==> src/rtl/dnn_ctrl_pkg.sv <==
// Shared types and constants for the DNN layer sequencer.
package dnn_ctrl_pkg;

    localparam int unsigned F_SIZE_DEF = 1024;
    localparam int unsigned CNT_W      = 10;
    localparam logic [CNT_W-1:0] BIAS_ADDR = CNT_W'(F_SIZE_DEF - 1);
    localparam logic [15:0]      BF16_ONE  = 16'h3f80;
    localparam int unsigned      DRAIN_CYC = 2;

    typedef enum logic [2:0] {
        StIdle,
        StLoad,
        StInit,
        StRun,
        StBias,
        StDrain,
        StUpdate
    } state_e;

    // Bias slot is the last word of the weight RAM.
    function automatic logic [CNT_W-1:0] bias_addr_of(int unsigned fsize);
        return CNT_W'(fsize - 1);
    endfunction

endpackage

==> src/rtl/dnn_sequencer.sv <==
// Control sequencer for a single-neuron MAC core: loads weights and runs a
// forward pass (init, N exec beats, bias, drain, update).
import dnn_ctrl_pkg::*;

module dnn_sequencer #(
    parameter int unsigned F_SIZE = F_SIZE_DEF
) (
    input  logic              clk,
    input  logic              reset,
    input  logic [CNT_W-1:0]  len,
    input  logic              start_fwd,
    input  logic              start_load,
    input  logic              src_valid,
    output logic              src_ready,
    input  logic [15:0]       src_data,
    input  logic              wt_valid,
    output logic              wt_ready,
    input  logic [15:0]       wt_data,
    output logic              init,
    output logic              exec,
    output logic              bias,
    output logic              update,
    output logic              write,
    output logic              bwrite,
    output logic [CNT_W-1:0]  ra,
    output logic [CNT_W-1:0]  wa,
    output logic [15:0]       d,
    output logic [15:0]       wd,
    output logic              nrm_en,
    output logic              busy,
    output logic              fwd_done,
    output logic              load_done
);

    localparam logic [CNT_W-1:0] BiasAddr = bias_addr_of(F_SIZE);
    localparam logic [1:0]       DrainLast = 2'(DRAIN_CYC - 1);

    state_e           state_q, state_d;
    logic [CNT_W-1:0] cnt_q, cnt_d;
    logic [CNT_W-1:0] len_q, len_d;
    logic             fin_q, fin_d;     // bias word of a load has been taken
    logic [1:0]       drain_q, drain_d;
    logic [15:0]      sdata_q;          // accepted activation, one stage before d

    logic             init_q, init_d;
    logic             exec_q, exec_d;
    logic             bias_q, bias_d;
    logic             update_q, update_d;
    logic             write_q, write_d;
    logic             bwrite_q, bwrite_d;
    logic             nrm_q, nrm_d;
    logic             fdone_q, fdone_d;
    logic             ldone_q, ldone_d;
    logic [CNT_W-1:0] ra_q, ra_d;
    logic [CNT_W-1:0] wa_q, wa_d;
    logic [15:0]      wd_q, wd_d;
    logic [15:0]      d_q;

    logic             src_acc;
    logic             wt_acc;

    // Handshake readiness depends only on state and the shared beat counter.
    always_comb begin
        src_ready = (state_q == StRun) && (cnt_q < len_q);
        wt_ready  = (state_q == StLoad) && !fin_q;
        busy      = (state_q != StIdle);
        src_acc   = src_valid && src_ready;
        wt_acc    = wt_valid && wt_ready;
    end

    // Next-state and registered-strobe decode.
    always_comb begin
        state_d  = state_q;
        cnt_d    = cnt_q;
        len_d    = len_q;
        fin_d    = fin_q;
        drain_d  = drain_q;
        init_d   = 1'b0;
        exec_d   = 1'b0;
        bias_d   = 1'b0;
        update_d = 1'b0;
        write_d  = 1'b0;
        bwrite_d = 1'b0;
        nrm_d    = 1'b0;
        fdone_d  = 1'b0;
        ldone_d  = 1'b0;
        ra_d     = ra_q;
        wa_d     = wa_q;
        wd_d     = wd_q;

        unique case (state_q)
            StIdle: begin
                cnt_d   = '0;
                fin_d   = 1'b0;
                drain_d = '0;
                // Load takes priority when both strobes arrive together.
                if (start_load) begin
                    len_d   = len;
                    state_d = StLoad;
                end else if (start_fwd) begin
                    len_d   = len;
                    init_d  = 1'b1;
                    state_d = StInit;
                end
            end
            StLoad: begin
                if (wt_acc) begin
                    write_d = 1'b1;
                    wd_d    = wt_data;
                    if (cnt_q == len_q) begin
                        bwrite_d = 1'b1;
                        wa_d     = BiasAddr;
                        fin_d    = 1'b1;
                    end else begin
                        wa_d  = cnt_q;
                        cnt_d = cnt_q + 1'b1;
                    end
                end else if (fin_q) begin
                    ldone_d = 1'b1;
                    state_d = StIdle;
                end
            end
            StInit: begin
                if (len_q == '0) begin
                    bias_d  = 1'b1;
                    ra_d    = BiasAddr;
                    state_d = StBias;
                end else begin
                    state_d = StRun;
                end
            end
            StRun: begin
                // Counter stops at N, so N = F_SIZE-1 never reaches the bias slot.
                if (src_acc) begin
                    exec_d = 1'b1;
                    ra_d   = cnt_q;
                    cnt_d  = cnt_q + 1'b1;
                end else if (cnt_q == len_q) begin
                    bias_d  = 1'b1;
                    ra_d    = BiasAddr;
                    state_d = StBias;
                end
            end
            StBias: begin
                drain_d = '0;
                state_d = StDrain;
            end
            StDrain: begin
                if (drain_q == DrainLast) begin
                    update_d = 1'b1;
                    nrm_d    = 1'b1;
                    state_d  = StUpdate;
                end else begin
                    drain_d = drain_q + 1'b1;
                end
            end
            StUpdate: begin
                fdone_d = 1'b1;
                state_d = StIdle;
            end
            default: begin
                state_d = StIdle;
            end
        endcase
    end

    // State, counters and registered outputs; synchronous reset clears all.
    always_ff @(posedge clk) begin
        if (reset) begin
            state_q  <= StIdle;
            cnt_q    <= '0;
            len_q    <= '0;
            fin_q    <= 1'b0;
            drain_q  <= '0;
            sdata_q  <= '0;
            init_q   <= 1'b0;
            exec_q   <= 1'b0;
            bias_q   <= 1'b0;
            update_q <= 1'b0;
            write_q  <= 1'b0;
            bwrite_q <= 1'b0;
            nrm_q    <= 1'b0;
            fdone_q  <= 1'b0;
            ldone_q  <= 1'b0;
            ra_q     <= '0;
            wa_q     <= '0;
            wd_q     <= '0;
            d_q      <= '0;
        end else begin
            state_q  <= state_d;
            cnt_q    <= cnt_d;
            len_q    <= len_d;
            fin_q    <= fin_d;
            drain_q  <= drain_d;
            init_q   <= init_d;
            exec_q   <= exec_d;
            bias_q   <= bias_d;
            update_q <= update_d;
            write_q  <= write_d;
            bwrite_q <= bwrite_d;
            nrm_q    <= nrm_d;
            fdone_q  <= fdone_d;
            ldone_q  <= ldone_d;
            ra_q     <= ra_d;
            wa_q     <= wa_d;
            wd_q     <= wd_d;
            if (src_acc) begin
                sdata_q <= src_data;
            end
            // Operand follows its exec strobe by one cycle.
            if (exec_q) begin
                d_q <= sdata_q;
            end
        end
    end

    assign init      = init_q;
    assign exec      = exec_q;
    assign bias      = bias_q;
    assign update    = update_q;
    assign write     = write_q;
    assign bwrite    = bwrite_q;
    assign nrm_en    = nrm_q;
    assign fwd_done  = fdone_q;
    assign load_done = ldone_q;
    assign ra        = ra_q;
    assign wa        = wa_q;
    assign wd        = wd_q;
    assign d         = d_q;

endmodule

==> config.mk <==
export PLATFORM = sky130hd
export DESIGN_NAME = dnn_sequencer
export DESIGN_NICKNAME = d
export VERILOG_FILES = /design/src/rtl/dnn_ctrl_pkg.sv /design/src/rtl/dnn_sequencer.sv
export SDC_FILE = /design/constraint.sdc
export NUM_CORES = 1
export LEC_CHECK = 0
export ABC_AREA = 1
export CORE_ASPECT_RATIO = 0.6
export CORE_UTILIZATION = 45
export DETAILED_ROUTE_END_ITERATION = 8
export PLACE_DENSITY_LB_ADDON = 0.25
export SLEW_MARGIN = 10
export SYNTH_ARGS = -nofsm -noshare
export SYNTH_HDL_FRONTEND = slang
export SYNTH_SLANG_ARGS = --single-unit
==> constraint.sdc <==
create_clock -name clk -period 4.8 [get_ports clk]
set_input_delay 1.44 -clock clk [delete_from_list [all_inputs] [get_ports clk]]
set_output_delay 1.44 -clock clk [all_outputs]
set_load 0.02 [all_outputs]
; ---- Yosys cells after proc, flatten, opt, wreduce, memory -nomap -nowiden
; Cells that the tools add are included.
[totals]
in_bits = 48
elab_cells = 109
output_inout_bits = 64
register_bits = 102
[classes]
n_mux = 35
order_cmp = 1
reduce_logical = 27
eq_ne = 21
bitwise = 5
add_sub_neg = 2
[op_table]
columns = operator, count
row1 = $mux 10, 9
row2 = $pmux 10 s3, 1
row3 = $mux 3, 8
row4 = $pmux 10 s2, 1
row5 = $ne 2x2->1 const B, 9
row6 = $pmux 3 s6, 1
row7 = $mux 1, 11
row8 = $add 10x1->10 const B, 1
row9 = $eq 10x10->1, 1
row10 = $logic_not 10->1, 1
row11 = $lt 10x10->1, 1
row12 = $eq 3x3->1 const B, 3
row13 = $reduce_or 3->1, 3
row14 = $reduce_bool 2->1, 4
row15 = $reduce_or 2->1, 4
row16 = $eq 3x2->1 const B, 2
row17 = $reduce_and 2->1, 3
row18 = $reduce_and 3->1, 2
row19 = $reduce_and 6->1, 1
row20 = $reduce_bool 3->1, 2
row21 = $not 1->1, 5
row22 = $logic_and 1x1->1, 4
row23 = $ne 2x1->1 const B, 2
row24 = $pmux 1 s2, 2
row25 = 10 further kinds, 10

; ---- Depth between registers and ports, before layout
; Gate-level depths: netlist (run 1).
[logic_depth]
ltp_word = 5
mapped_depth = 12
mapped_depth_nobuf = 12

; ---- Worst setup path after synthesis (run 1)
; OpenSTA, ideal clock, no wires.
[synth_timing]
path_type = reg2out
from = reg cnt_q[5]
to = out src_ready
path_stages_with_launch = 6
t_arrival_ns = 1.383
required_time_ns = 3.360
slack_ns = 1.977
cell_sequence = dfxtp_1 > ha_1 > a21o_1 > o21ai_0 > nand2_1 > inv_1
[synth_via]
elab_chain_cells = 2
[synth_rtl]
columns = element, line_no
row1 = "start, declared", dnn_sequencer.sv:39  ; logic [CNT_W-1:0] cnt_q, cnt_d;
row2 = "start signal, assigned", dnn_sequencer.sv:191  ; cnt_q <= cnt_d;
row3 = $lt 10x10->1, dnn_sequencer.sv:64  ; src_ready = (state_q == StRun) && (cnt_q < len_q);
row4 = $logic_and 1x1->1, dnn_sequencer.sv:64
row5 = "end, declared", dnn_sequencer.sv:14  ; output logic src_ready,
; No other way between the ends.

; ---- Final worst setup path (run 1)
; Same ends and word-level chain as after synthesis.

==> reports/summary.md, run 1 <==
- **vias in the first global route** 3836
- **final period utilization** 79.4%
- **maximum fanout along the worst path** 7
- **clock insertion delay at the later pin of the skew report** 340 ps
- **post-CTS setup buffers** 0
- **TritonCTS clock tree** done
- **Resized Gates After CTS** 0
- **required time of the critical path** 3360 ps
- **switching share of power** 38.5%
- **path type of the worst setup path** flop to primary output
- **Starting Density** 46.3%
- **endpoint of the worst hold path** ra[2]
- **area enclosed by the die boundary** 9860 um2
- **flop and latch count out of synthesis** 102
- **Avg Vias per Cell** 5.15
- **crit path cell chain** ha_1 -> a21o_1 -> o21ai_0 -> nand2_1 -> inv_1 -> clkdlybuf4s50_1
- **pwr/cell area** 522 nW/um2
- **total leakage power** 2.28 nW
- **core outline area** 9190 um2
- **measured slew at the worst slew-check pin** 867 ps
- **Routed Antenna Nets** 0
- **number of setup violations in the final report** 0
- **flip-flop and latch area** 2040 um2
- **post-cts hold buffer count** 0
- **final RePlAce weighted congestion** 0.885
- **reg2reg setup slack** 2360 ps
- **Pint** 0.00183 W
- **leading cell type in the layout, fill and taps excluded** sky130_fd_sc_hd__clkdlybuf4s50_1
- **switching power summed over all nets** 0.00115 W
- **kind of end point of the critical path** primary output
- **clock buffer count from CTS** 9
- **area grow syn2layout** 34.2%
- **proportion of power drawn by flip-flops and latches** 37.7%
- **fill cell instance count of the final layout** 826
- **Die Span X** 128 um
- **Net Count, Synth** 622
- **Reg2Reg Launch Point** cnt_q[5]
- **number of max-slew violations in the final report** 0
- **final design utilization** 62.1%
- **fraction of final layout cells sized beyond drive strength 1** 5.41%
- **number of port buffers** 111
- **commonest cells after routing, fill and taps aside** sky130_fd_sc_hd__clkdlybuf4s50_1 (111), sky130_fd_sc_hd__dfxtp_1 (102), sky130_fd_sc_hd__nor2_1 (95)
- **clock root cell** sky130_fd_sc_hd__clkbuf_16
- **total congestion overflow after global routing** 0
- **Synth warnings** 0
- **slowest stage cell, crit path** sky130_fd_sc_hd__clkdlybuf4s50_1
- **maximum operating frequency** 262 MHz
- **Setup TNS Final** 0 ps
- **# IOs** 112
- **aggregate global-route resource usage** 24.4%
- **depth of the worst register-to-register path** 8
- **clock buffer depth** 2
- **NumNets Final** 722
- **Arrival @ worst endpoint** 2370 ps
- **number of rows in the core area** 27
- **Setup Skew** 7.82 ps
- **diode count** 0
- **largest net degree at the start of global routing** 44
- **area occupied by multi-input gates** 1880 um2
- **type of element launching the critical path** flop
- **number of DRC violations after detailed routing** 0
- **Routed WL per cell** 14.2 um
- **count of clock tree sinks** 102
- **register area share after synthesis** 48.0%
- **vertical die dimension** 77.3 um
- **final wirelength** 11300 um
- **crit-path max cell delay** 590 ps
- **worst reg2reg endpoint** cnt_q[4]
- **startpoint of the lowest-slack hold path** ra[2]
- **antenna violations before repair** 0
- **portion of total power attributed to combinational logic** 39.1%
- **Post-Syn Area** 4250 um2
- **number of cells traversed by the worst hold path** 2
- **HPWL after detailed placement** 8040 um
- **wire length of the first global-routing pass** 18700 um
- **status** complete, no violations
- **number of placed instances, taps included** 781
- **Cell Count, Final, Fillers Out** 796
- **clock power share** 23.2%
- **worst supply voltage drop on vdd** 240 uV
- **clock transition at the registers of the reported paths** 70 ps
- **synth unique cells** 31
- **number of iterations in the first detailed-routing pass** 5
- **H-Tree Level Count** 3
- **vias after detailed routing** 4101
- **Period minus WS final** 3810 ps
- **Iteration-0 DRC Markers** 278
- **critical path's top delay family** buffers and inverters
- **tightest slew margin relative to the limit** 42.1%
- **RSZ-0062 raised after global routing** no
- **cell count after synthesis** 562
- **hold violation total from the final report** 0
- **path type of the worst min-delay path** flop to flop
- **number of max-cap violations** 0
- **Avg Synthesized Cell Area** 7.57 um2
- **critical path buffer and inverter count** 2
## kinds of logic after synthesis
group | Yosys count | share of synthesized area, %
AOI/OAI and AO/OA | 144 | 17.7
adders and majority gates | 12 | 3.53
buffers and inverters | 80 | 7.88
DFF | 102 | 48.0
and+or+nand+nor | 224 | 22.9
## synth_stat cells (all sizes together)
master	instances	area share, %
a21o	1	0.18
a21oi	56	6.9
a31oi	8	1.2
buf	10	1.7
clkbuf	16	1.4
clkinv	1	0.088
dfxtp	102	48
ha	12	3.5
inv	53	4.7
nand2	87	8.0
nand3	26	3.9
nand3b	1	0.18
nand4	5	0.74
nor2	98	9.2
nor3	6	0.71
nor3b	1	0.18
o211a	1	0.24
o211ai	1	0.18
o21ai	77	9.1
## flip-flops by register name (all words and copies together) (netlist names)
signal     cells
bias           1
bwrite         1
cnt_q         10
d             16
drain_q        2
exec           1
fin_q          1
fwd_done       1
init           1
len_q         10
load_done      1
nrm_en         1
ra            10
sdata_q       16
state_q        3
wa            10
wd            16
write          1
## area by class of cell
class                   count  share of cell area (%)
inverters                  54                    3.55
well taps                 130                    2.85
clock buffers              12                    4.67
multi-input cells         380                    32.9
flip-flops and latches    102                    35.8
repair buffers            115                    20.0
clock inverters             3                   0.329
## worst max path at each step
| stage | from | to | cells after the start |
|---|---|---|---|
| final | cnt_q[5] | src_ready | 6 |
| after global routing | cnt_q[5] | src_ready | 6 |
| after CTS | cnt_q[5] | src_ready | 6 |
| after detailed placement | wt_valid | wa[9] | 5 |
| after global placement | wt_valid | wa[3] | 5 |
| after floorplan | cnt_q[5] | src_ready | 5 |
## worst reg2reg max path, cell delays in order, from the launching register on
cell and delay [ps]:
sky130_fd_sc_hd__dfxtp_1 450, sky130_fd_sc_hd__ha_1 300, sky130_fd_sc_hd__a21o_1 180, sky130_fd_sc_hd__o21ai_0 350
sky130_fd_sc_hd__nand3_4 380, sky130_fd_sc_hd__nand2_4 350, sky130_fd_sc_hd__nand2_1 140, sky130_fd_sc_hd__nand2_1 120
sky130_fd_sc_hd__a21oi_2 50
## power groups by stage
stage	combinational (W)	clock (W)	sequential [W]
after floorplan	0.000712	0	0.00119
after global placement	0.00111	0	0.00113
after detailed placement	0.00115	0	0.00114
after CTS	0.00116	0.000707	0.00112
after global routing	0.00129	0.000741	0.00114
final	0.00117	0.000691	0.00112
## metal layers
metal / wire length [um] / vias up / part of all wire (%) / track usage [%]
met1: 5470 / 1873 / 48 / 33.9
li1: - / 2040 / - / -
met3: 1010 / 20 / 8.9 / 7.61
met5: 0 / - / 0 / 0
met2: 4700 / 168 / 42 / 35.6
met4: 131 / 0 / 1.2 / 7.62
## per-stage QoR
stage / instance area [um2] / power (W) / setup slack, ps / hold slack [ps]
6_report: 5710 / 0.00298 / 990 / 451
5_1_grt: 5710 / 0.00318 / 861 / 483
2_1_floorplan: 4250 / 0.00190 / 1980 / 441
3_3_place_gp: 5420 / 0.00224 / 1340 / 440
4_1_cts: 5710 / 0.00298 / 974 / 455
3_5_place_dp: 5420 / 0.00229 / 1220 / 445
No activity file was read; power rests on OpenSTA's default activity.
==> run 2: changes to the inputs <==
==> constraint.sdc (replaced) <==
create_clock -name clk -period 3.6 [get_ports clk]
set_input_delay 1.08 -clock clk [delete_from_list [all_inputs] [get_ports clk]]
set_output_delay 1.08 -clock clk [all_outputs]
set_load 0.02 [all_outputs]
==> reports/summary.md, run 2 (same netlist as run 1, synthesis figures left out) <==
- **status** complete, no violations
- **required time of the critical path** 2520 ps, -840 ps
- **worst supply voltage drop on vdd** 425 uV, +77%
- **reg2reg setup slack** 1250 ps, -1110 ps
- **clock insertion delay at the later pin of the skew report** 340 ps, about the same
- **path type of the worst min-delay path** flop to flop
- **area grow syn2layout** 35.6%
- **Die Span X** 128 um, unchanged
- **final RePlAce weighted congestion** 0.938, +6.0%
- **largest net degree at the start of global routing** 41, -6.8%
- **pwr/cell area** 716 nW/um2, +37%
- **Pint** 0.00255 W, +39%
- **Iteration-0 DRC Markers** 344, +24%
- **measured slew at the worst slew-check pin** 590 ps, -277 ps
- **portion of total power attributed to combinational logic** 38.1%, -1.0 points
- **NumNets Final** 724, +0.28%
- **commonest cells after routing, fill and taps aside** sky130_fd_sc_hd__clkdlybuf4s50_1 (111), sky130_fd_sc_hd__dfxtp_1 (102), sky130_fd_sc_hd__nor2_1 (95)
- **top layer in use** met4
- **count of clock tree sinks** 102, unchanged
- **TritonCTS clock tree** done
- **met3 wire length** 1100 um, +9.2%
- **HPWL after detailed placement** 8020 um, -0.30%
- **kind of end point of the critical path** primary output
- **Starting Density** 46.3%, unchanged
- **switching power summed over all nets** 0.00158 W, +38%
- **switching share of power** 38.3%, -0.24 points
- **clock buffer depth** 2, unchanged
- **antenna violations before repair** 0, unchanged
- **total leakage power** 2.30 nW, +0.87%
- **maximum operating frequency** 291 MHz
- **total congestion overflow after global routing** 0, unchanged
- **area after detailed placement** 5440 um2, +0.28%
- **H-Tree Level Count** 3, unchanged
- **depth of the worst register-to-register path** 12, +4
- **aggregate global-route resource usage** 23.7%, -0.64 points
- **hold violation total from the final report** 0, unchanged
- **tightest slew margin relative to the limit** 60.6%, +18 points
- **area enclosed by the die boundary** 9860 um2, unchanged
- **endpoint of the worst hold path** ra[5]
- **final instance area** 5770 um2, +1.0%
- **vias in the first global route** 3692, -3.8%
- **clock buffer count from CTS** 9, unchanged
- **number of iterations in the first detailed-routing pass** 5, unchanged
- **proportion of power drawn by flip-flops and latches** 36.1%, -1.6 points
- **clock power share** 25.8%, +2.6 points
- **vertical die dimension** 77.3 um, unchanged
- **startpoint of the lowest-slack hold path** ra[5]
- **number of cells traversed by the worst hold path** 2, unchanged
- **leading cell type in the layout, fill and taps excluded** sky130_fd_sc_hd__clkdlybuf4s50_1
- **routed metal-1 wirelength** 5450 um, -0.24%
- **Routed WL per cell** 13.9 um, -2.1%
- **final design utilization** 62.8%, +0.64 points
- **Reg2Reg Launch Point** len_q[9]
- **wire length of the first global-routing pass** 18100 um, -3.4%
- **Setup TNS Final** 0 ps, unchanged
- **Avg Vias per Cell** 5.11, -0.79%
- **number of setup violations in the final report** 0, unchanged
- **number of port buffers** 111, unchanged
- **RSZ-0062 raised after global routing** no
- **final period utilization** 95.6%
- **diode count** 0, unchanged
- **number of max-slew violations in the final report** 0, unchanged
- **clock transition at the registers of the reported paths** 70 ps, about the same
- **number of rows in the core area** 27, unchanged
- **Routed Antenna Nets** 0, unchanged
- **post-CTS setup buffers** 0, unchanged
- **clock root cell** sky130_fd_sc_hd__clkbuf_16
- **# IOs** 112, unchanged
- **maximum fanout along the worst path** 4, -3
- **number of max-cap violations** 0, unchanged
- **detailed-routed wire length on met2** 4400 um, -6.5%
- **Period minus WS final** 3440 ps
- **number of DRC violations after detailed routing** 0, unchanged
- **Arrival @ worst endpoint** 2360 ps, about the same
- **post-cts hold buffer count** 0, unchanged
- **final wirelength** 11100 um, -1.8%
- **path type of the worst setup path** flop to primary output
- **core outline area** 9190 um2, unchanged
- **vias after detailed routing** 4084, -0.41%
- **Setup Skew** 6.50 ps, -1.32 ps
- **fill cell instance count of the final layout** 830, +0.48%
- **fraction of final layout cells sized beyond drive strength 1** 5.83%, +0.42 points
- **worst hold slack after final layout** 453 ps, +2.41 ps
- **type of element launching the critical path** flop
- **worst reg2reg endpoint** cnt_q[4]
==> run 2: stage by stage <==
| stage | setup slack [ps] | cells | total power (W) |
|---|---|---|---|
| floorplan | 1140 | 562 | 0.00253 |
| global placement | 563 | 783 | 0.00300 |
| detailed placement | 487 | 783 | 0.00306 |
| CTS | 112 | 799 | 0.00413 |
| global route | 33.5 | 799 | 0.00439 |
| finish | 160 | 799 | 0.00413 |
==> run 2: layer usage <==
metal	track usage [%]	vias up
met5	0	-
met4	6.90	0
met3	8.86	17
met2	33.7	172
met1	33.1	1854
li1	-	2041
==> run 2: final cells by class <==
class | instances | area [um2] | share of cell area [%]
sequential | 102 | 2040 | 35.4
multi-input combinational | 380 | 1880 | 32.5
timing repair buffer | 117 | 1160 | 20.0
clock buffer | 9 | 225 | 3.90
inverter | 54 | 203 | 3.51
tap | 130 | 163 | 2.82
clock inverter | 7 | 104 | 1.80
==> run 2: timing repair <==
item / 4_1_cts / 5_1_grt
setup endpoints to repair: 0 / 1
resized for setup: 0 / 1
hold endpoints to repair: 0 / 0
==> run 2: worst max path at each step <==
stage               startpoint   endpoint  depth (start not counted)
floorplan             cnt_q[5]  src_ready                          5
global placement      cnt_q[5]  src_ready                          6
detailed placement    cnt_q[5]  src_ready                          6
CTS                   cnt_q[5]  src_ready                          6
global route          len_q[9]  src_ready                         10
finish                len_q[9]  src_ready                         10
==> run 2: power by group through the flow <==
stage	clock (W)	combinational, W	sequential, W
6_report	0.00107	0.00158	0.00149
5_1_grt	0.00113	0.00174	0.00152
3_5_place_dp	0	0.00155	0.00151
2_1_floorplan	0	0.000950	0.00158
4_1_cts	0.00108	0.00156	0.00149
3_3_place_gp	0	0.00150	0.00150
==> run 2: critical path, stage by stage, from the launching register on <==
cell	delay (ps)
sky130_fd_sc_hd__dfxtp_1	340
sky130_fd_sc_hd__inv_1	60
sky130_fd_sc_hd__ha_1	290
sky130_fd_sc_hd__nand2_1	70
sky130_fd_sc_hd__nor2_1	280
sky130_fd_sc_hd__nand2_1	80
sky130_fd_sc_hd__nor2_1	200
sky130_fd_sc_hd__nor2_4	60
sky130_fd_sc_hd__nand2_1	60
sky130_fd_sc_hd__inv_1	40
sky130_fd_sc_hd__clkdlybuf4s50_1	520
